File: src/rtl/rv_id_opimm.sv
// rv_id_opimm: RV32I OP-IMM decode/issue stage with rs1 read, writeback bypass and a RAW/WAW scoreboard.
// Latency: one cycle; an instruction accepted at edge N drives ex_* with ex_valid=1 from edge N onward.
// Backpressure: if_ready drops while EX holds the register, on a scoreboard hazard, or during flush.
module rv_id_opimm #(
  parameter int XLEN = 32
) (
  input  logic            clk,
  input  logic            rst_n,
  input  logic            if_valid,
  output logic            if_ready,
  input  logic [31:0]     if_instr,
  output logic [4:0]      rf_rs1_addr,
  input  logic [XLEN-1:0] rf_rs1_data,
  input  logic            wb_en,
  input  logic [4:0]      wb_rd,
  input  logic [XLEN-1:0] wb_data,
  input  logic            flush,
  output logic            ex_valid,
  input  logic            ex_ready,
  output logic [XLEN-1:0] ex_rs1,
  output logic [XLEN-1:0] ex_imm,
  output logic [2:0]      ex_funct3,
  output logic            ex_funct7_r,
  output logic [4:0]      ex_rd,
  output logic            ex_illegal
);

  localparam logic [6:0] OPC_OP_IMM = 7'b0010011;
  localparam logic [2:0] F3_SLLI    = 3'b001;
  localparam logic [2:0] F3_SRXI    = 3'b101;
  localparam logic [6:0] F7_BASE    = 7'b0000000;
  localparam logic [6:0] F7_ALT     = 7'b0100000;

  // Everything the EX stage needs for one instruction, carried as one register.
  typedef struct packed {
    logic [XLEN-1:0] rs1;
    logic [XLEN-1:0] imm;
    logic [2:0]      funct3;
    logic            funct7_r;
    logic [4:0]      rd;
    logic            illegal;
  } ex_pkt_t;

  // Raw instruction fields.
  logic [6:0] opcode;
  logic [2:0] funct3;
  logic [6:0] funct7;
  logic [4:0] rs1_idx;
  logic [4:0] rd_idx;

  assign opcode  = if_instr[6:0];
  assign funct3  = if_instr[14:12];
  assign funct7  = if_instr[31:25];
  assign rs1_idx = if_instr[19:15];
  assign rd_idx  = if_instr[11:7];

  assign rf_rs1_addr = rs1_idx;

  // State.
  ex_pkt_t     ex_q;
  logic [31:0] sb;

  // Decode and handshake intermediates.
  ex_pkt_t         dec;
  logic            legal;
  logic [XLEN-1:0] rs1_val;
  logic [31:0]     wb_clr;
  logic [31:0]     ex_claim;
  logic [31:0]     pend;
  logic [31:0]     sb_set;
  logic [31:0]     sb_nxt;
  logic            hazard;
  logic            accept;
  logic            handoff;

  // rs1 operand: x0 is hardwired zero, a same-cycle writeback beats the stale RF read.
  always_comb begin
    rs1_val = rf_rs1_data;
    if (rs1_idx == 5'd0) begin
      rs1_val = '0;
    end else if (wb_en && (wb_rd == rs1_idx)) begin
      rs1_val = wb_data;
    end
  end

  // OP-IMM decode; illegal encodings keep funct3/rs1 but zero out rd, imm and the funct7 qualifier.
  always_comb begin
    dec        = '0;
    dec.rs1    = rs1_val;
    dec.funct3 = funct3;
    legal      = 1'b0;
    if (opcode == OPC_OP_IMM) begin
      case (funct3)
        F3_SLLI: legal = (funct7 == F7_BASE);
        F3_SRXI: legal = (funct7 == F7_BASE) || (funct7 == F7_ALT);
        default: legal = 1'b1;
      endcase
    end
    dec.illegal = !legal;
    if (legal) begin
      dec.rd = rd_idx;
      if ((funct3 == F3_SLLI) || (funct3 == F3_SRXI)) begin
        dec.imm      = {{(XLEN-5){1'b0}}, if_instr[24:20]};
        dec.funct7_r = (funct3 == F3_SRXI) && if_instr[30];
      end else begin
        dec.imm = {{(XLEN-12){if_instr[31]}}, if_instr[31:20]};
      end
    end
  end

  // Pending registers: scoreboard bits not retiring this cycle, plus the rd still sitting in our register.
  always_comb begin
    wb_clr   = wb_en ? (32'd1 << wb_rd) : 32'd0;
    ex_claim = (ex_valid && !ex_q.illegal) ? (32'd1 << ex_q.rd) : 32'd0;
    pend     = (sb & ~wb_clr) | ex_claim;
  end

  // Hazard only for legal instructions; x0 never creates a dependency.
  always_comb begin
    hazard = 1'b0;
    if (legal) begin
      hazard = ((rs1_idx != 5'd0) && pend[rs1_idx]) ||
               ((rd_idx  != 5'd0) && pend[rd_idx]);
    end
  end

  assign if_ready = (!ex_valid || ex_ready) && !hazard && !flush;
  assign accept   = if_valid && if_ready;
  assign handoff  = ex_valid && ex_ready;

  // Scoreboard update: a handoff marks its rd in flight, a writeback retires it, set beats clear.
  always_comb begin
    sb_set    = (handoff && !ex_q.illegal) ? (32'd1 << ex_q.rd) : 32'd0;
    sb_nxt    = (sb & ~wb_clr) | sb_set;
    sb_nxt[0] = 1'b0;
  end

  // Pipeline register: reload on accept, drop on handoff or flush, otherwise hold for a stalled EX.
  always_ff @(posedge clk) begin
    if (!rst_n) begin
      ex_valid <= 1'b0;
      ex_q     <= '0;
    end else if (accept) begin
      ex_valid <= 1'b1;
      ex_q     <= dec;
    end else if (handoff || flush) begin
      ex_valid <= 1'b0;
    end
  end

  // Scoreboard register; flush leaves it alone because older instructions still write back.
  always_ff @(posedge clk) begin
    if (!rst_n) begin
      sb <= '0;
    end else begin
      sb <= sb_nxt;
    end
  end

  assign ex_rs1      = ex_q.rs1;
  assign ex_imm      = ex_q.imm;
  assign ex_funct3   = ex_q.funct3;
  assign ex_funct7_r = ex_q.funct7_r;
  assign ex_rd       = ex_q.rd;
  assign ex_illegal  = ex_q.illegal;

endmodule
File: config.mk
export PLATFORM = sky130hd
export DESIGN_NAME = rv_id_opimm
export DESIGN_NICKNAME = d
export VERILOG_FILES = /design/src/rtl/rv_id_opimm.sv
export SDC_FILE = /design/constraint.sdc
export NUM_CORES = 1
export LEC_CHECK = 0
export BUFFER_PORTS_ARGS = -buffer_cell sky130_fd_sc_hd__buf_2
export CAP_MARGIN = 20
export CORE_MARGIN = 2
export CORE_UTILIZATION = 33
export CTS_BUF_LIST = sky130_fd_sc_hd__clkbuf_4 sky130_fd_sc_hd__clkbuf_8
export DETAILED_ROUTE_END_ITERATION = 8
export GPL_TIMING_DRIVEN = 0
export PLACE_DENSITY_LB_ADDON = 0.3
export SYNTH_ARGS = -nofsm -noshare
export SYNTH_HDL_FRONTEND = slang
export SYNTH_SLANG_ARGS = --single-unit
File: constraint.sdc
create_clock -name clk -period 2.5 [get_ports clk]
set_input_delay 0.5 -clock clk [delete_from_list [all_inputs] [get_ports clk]]
set_output_delay 0.5 -clock clk [all_outputs]
set_load 0.01 [all_outputs]
==> impl_metrics.prom <==
# TYPE chip_impl_metric gauge
chip_impl_info{name="run_status",value="finished, violations left"} 1
chip_impl_info{name="failed_checks",value="negative setup slack"} 1
chip_impl_metric{name="fp.dieH",unit="µm"} 131
chip_impl_metric{name="postRouteAntennaNets",unit=""} 0
chip_impl_metric{name="post-place-ws",unit="ns"} -0.967
chip_impl_metric{name="max-vdd-ir-drop",unit="mV"} 0.277
chip_impl_metric{name="post_synth_num_cell_types",unit=""} 56
chip_impl_info{name="yosysTopAreaCell",value="dfxtp_1"} 1
chip_impl_metric{name="global_route_wire_length_before_repair",unit="µm"} 29100
chip_impl_metric{name="tightestPinTransition",unit="ns"} 0.813
chip_impl_metric{name="hold-path-cell-count",unit=""} 2
chip_impl_metric{name="worst_slew_margin_rel",unit=""} 0.454
chip_impl_info{name="rsz0062_at_grt",value="yes"} 1
chip_impl_metric{name="timing.fmax",unit="GHz"} 0.329
chip_impl_metric{name="setup-violations-final",unit=""} 56
chip_impl_metric{name="worst-endpoint-arrival",unit="ns"} 2.54
chip_impl_metric{name="die_x_extent",unit="µm"} 131
chip_impl_info{name="startpoint_type",value="flip-flop"} 1
chip_impl_info{name="cts_tree",value="built"} 1
chip_impl_metric{name="effective_utilization_at_floorplan",unit=""} 0.335
chip_impl_info{name="worst_setup_path_end_kind",value="output port"} 1
chip_impl_metric{name="floorplan.io_pins",unit=""} 188
chip_impl_info{name="main_synth_ff_type",value="dfxtp_1"} 1
chip_impl_metric{name="core.rowCount",unit=""} 46
chip_impl_metric{name="syn-instance-count",unit=""} 669
chip_impl_metric{name="timing.clock.skew",unit="ns"} 0.0108
chip_impl_metric{name="critical_path_peak_fanout",unit=""} 5
chip_impl_metric{name="antenna_found_initial",unit=""} 0
chip_impl_metric{name="wl",unit="µm"} 19300
chip_impl_metric{name="dpl-instance-area",unit="µm²"} 6490
chip_impl_metric{name="yosys.area.top_type_share",unit=""} 0.326
chip_impl_metric{name="tritoncts_buffer_count",unit=""} 9
chip_impl_metric{name="grt_use_total",unit=""} 0.222
chip_impl_metric{name="timing_hold_violations_final",unit=""} 0
chip_impl_metric{name="drt_pass1_iterations",unit=""} 5
chip_impl_metric{name="via_count_of_the_first_global_routing_pass",unit=""} 5331
chip_impl_metric{name="synth.yosys.warnings",unit=""} 0
chip_impl_metric{name="yosys_register_bits",unit=""} 86
chip_impl_metric{name="finalMaxSlewViolations",unit=""} 0
chip_impl_metric{name="synth_enable_flop_cells",unit=""} 0
chip_impl_metric{name="drc",unit=""} 0
chip_impl_metric{name="clkLatencyLatePin",unit="ns"} 0.38
chip_impl_info{name="clock_tree.root_cell",value="clkbuf_8"} 1
chip_impl_metric{name="setup.reg_to_reg.worst_slack",unit="ns"} -0.16
chip_impl_info{name="min_from",value="if_valid"} 1
chip_impl_metric{name="post_synthesis_to_final_layout_area_growth",unit="%"} 34.3
chip_impl_metric{name="syn_area",unit="µm²"} 5290
chip_impl_metric{name="die-area",unit="µm²"} 17000
chip_impl_metric{name="syn_nets",unit=""} 776
chip_impl_metric{name="worstRegToRegCells",unit=""} 11
chip_impl_metric{name="number_of_antenna_cells_inserted",unit=""} 0
chip_impl_metric{name="post-route-period-util",unit=""} 1.22
chip_impl_metric{name="seq_area_frac_synth",unit=""} 0.326
chip_impl_metric{name="cellPowerDensity",unit="nW/µm²"} 422
chip_impl_metric{name="gp_congestion",unit=""} 0.972
chip_impl_metric{name="htree_levels",unit=""} 3
chip_impl_metric{name="finalWorstPathRequiredPeriod",unit="ns"} 3.04
chip_impl_info{name="worst_r2r_endpoint",value="ex_rs1[5]"} 1
chip_impl_metric{name="ratio_of_routed_vias_to_standard_cells",unit=""} 5.31
chip_impl_metric{name="final.fill_count",unit=""} 1614
chip_impl_info{name="worstHoldPathType",value="in2reg"} 1
chip_impl_info{name="timing.hold.worst_endpoint",value="ex_illegal"} 1
chip_impl_metric{name="cts.path.max_buffers",unit=""} 2
chip_impl_metric{name="drt-initial-drc-count",unit=""} 412
chip_impl_metric{name="port_buffers",unit=""} 182
chip_impl_metric{name="dpl.hpwl",unit="µm"} 14700
chip_impl_metric{name="wire_per_inst",unit="µm"} 17.6
chip_impl_metric{name="cts.hold.buffers_added",unit=""} 0
chip_impl_metric{name="floorplan_core_area",unit="µm²"} 15800
chip_impl_metric{name="final_layout_net_count",unit=""} 982
chip_impl_metric{name="vias",unit=""} 5822
chip_impl_metric{name="post_layout_instance_area",unit="µm²"} 7100
chip_impl_metric{name="async_reset_ff_frac",unit=""} 0
chip_impl_metric{name="clkSlewWorstSetupHoldPaths",unit="ns"} 0.08
chip_impl_metric{name="static-leakage-power",unit="nW"} 3.18
chip_impl_metric{name="global_route.overflow_total",unit=""} 0
chip_impl_metric{name="synth_area_per_cell",unit="µm²"} 7.90
chip_impl_metric{name="cts_num_sinks",unit=""} 86
chip_impl_info{name="final_cell_mix",value="183 x buf_2, 145 x nand2_1, 79 x dfxtp_1"} 1
chip_impl_metric{name="maxCapViolCount",unit=""} 0
chip_impl_info{name="crit_type",value="reg2out"} 1
chip_impl_metric{name="maximum_number_of_pins_on_one_net_before_global_route_repair",unit=""} 23
chip_impl_info{name="synth.area.top_cells",value="dfxtp_1 33%, nand2_1 10%, mux2i_1 10%"} 1
chip_impl_metric{name="timing.final.ws_setup",unit="ns"} -0.542
chip_impl_info{name="r2r_start",value="ex_rd[3]"} 1
chip_impl_metric{name="worst_ep_required_time",unit="ns"} 2.00
chip_impl_info{name="mostFrequentLayoutCell",value="buf_2"} 1
chip_impl_metric{name="post_route_cells_drive_above_1_share",unit=""} 0.390
==> what timing repair did <==
action | in CTS | in global routing
setup buffers | 11 | 4
setup endpoints to repair | 56 | 56
pin swaps | 12 | 8
gates resized for setup | 71 | 17
==> through the flow <==
stage	total power (W)	utilization	hold WS, ns	std cells	TNS, ns
floorplan	0.00173	-	0.454	669	-5.17
global placement	0.00194	0.411	0.442	1067	-44.59
detailed placement	0.00195	0.411	0.447	1067	-43.14
CTS	0.00301	0.445	0.317	1092	-8.55
global route	0.00312	0.450	0.333	1096	-18.24
finish	0.00300	0.450	0.344	1096	-11.99
==> power by group <==
group / switching (W) / total [W] / leakage, nW / internal (W)
logic: 0.000295 / 0.000525 / 2.37 / 0.000230
clock network: 0.000516 / 0.00105 / 0.106 / 0.000538
registers: 0.0000219 / 0.00142 / 0.702 / 0.00140
total: 0.000833 / 0.00300 / 3.18 / 0.00217
==> registers in the layout, indices dropped and copies added, names as in the netlist <==
name         count
ex_rs1          32
sb              31
ex_imm          12
ex_rd            5
ex_funct3        3
ex_funct7_r      1
ex_illegal       1
ex_valid         1
==> kinds of logic after synthesis <==
group / Yosys count / share of synthesized area
AND/OR/NAND/NOR: 292 / 0.267
buffers and inverters: 76 / 0.0795
flip-flops: 86 / 0.326
multiplexers: 85 / 0.169
XOR/XNOR: 5 / 0.00828
AO/OA/AOI/OAI: 125 / 0.151
==> worst max path at each step <==
stage	slack [ns]	from	end
finish	-0.54	ex_rd[1]	if_ready
global route	-0.63	ex_rd[1]	if_ready
CTS	-0.49	ex_rd[1]	if_ready
detailed placement	-0.97	if_instr[16]	if_ready
floorplan	-0.10	wb_rd[3]	ex_imm[30]
global placement	-0.94	if_instr[16]	if_ready
==> worst max-delay path, stage by stage (launching register included) <==
cell and delay [ns]:
dfxtp_4 0.38, buf_8 0.13, nor3b_4 0.29, nand3_2 0.13, a311oi_2 0.34, a311oi_2 0.08, a311oi_2 0.27, buf_4 0.17
nand2_2 0.04, and3_4 0.21, buf_6 0.12
==> cell usage after synthesis, types with 5 or more instances <==
library cell / count
a211oi_1: 5
a21oi_1: 36
a311oi_1: 6
a31oi_1: 7
a32oi_1: 8
buf_1: 5
buf_4: 25
buf_6: 5
clkbuf_1: 32
dfxtp_1: 86
inv_1: 5
mux2_2: 32
mux2i_1: 53
nand2_1: 147
nand2b_1: 10
nand3_1: 51
nand4_1: 8
nor2_1: 25
nor2b_1: 8
nor3b_1: 6
o211ai_1: 8
o21a_1: 8
o21ai_0: 12
o21ai_1: 20
==> routing by layer <==
layer	wire length, µm	global-route usage	vias up
met5	0	0	-
met4	436	0.0732	0
met3	1610	0.0509	34
li1	-	-	2770
met2	9060	0.365	290
met1	8160	0.290	2728
==> layout make-up <==
type / count / area [µm²] / share of cell area
plain buffers: 68 / 458 / 0.0645
clock buffers: 13 / 166 / 0.0234
clock inverters: 3 / 42.5 / 0.00599
inverters: 6 / 22.5 / 0.00317
multi-input cells: 507 / 3360 / 0.474
flip-flops and latches: 86 / 1740 / 0.246
well taps: 216 / 270 / 0.0381
repair buffers: 197 / 1030 / 0.146
No activity file was read; power rests on OpenSTA's default activity.
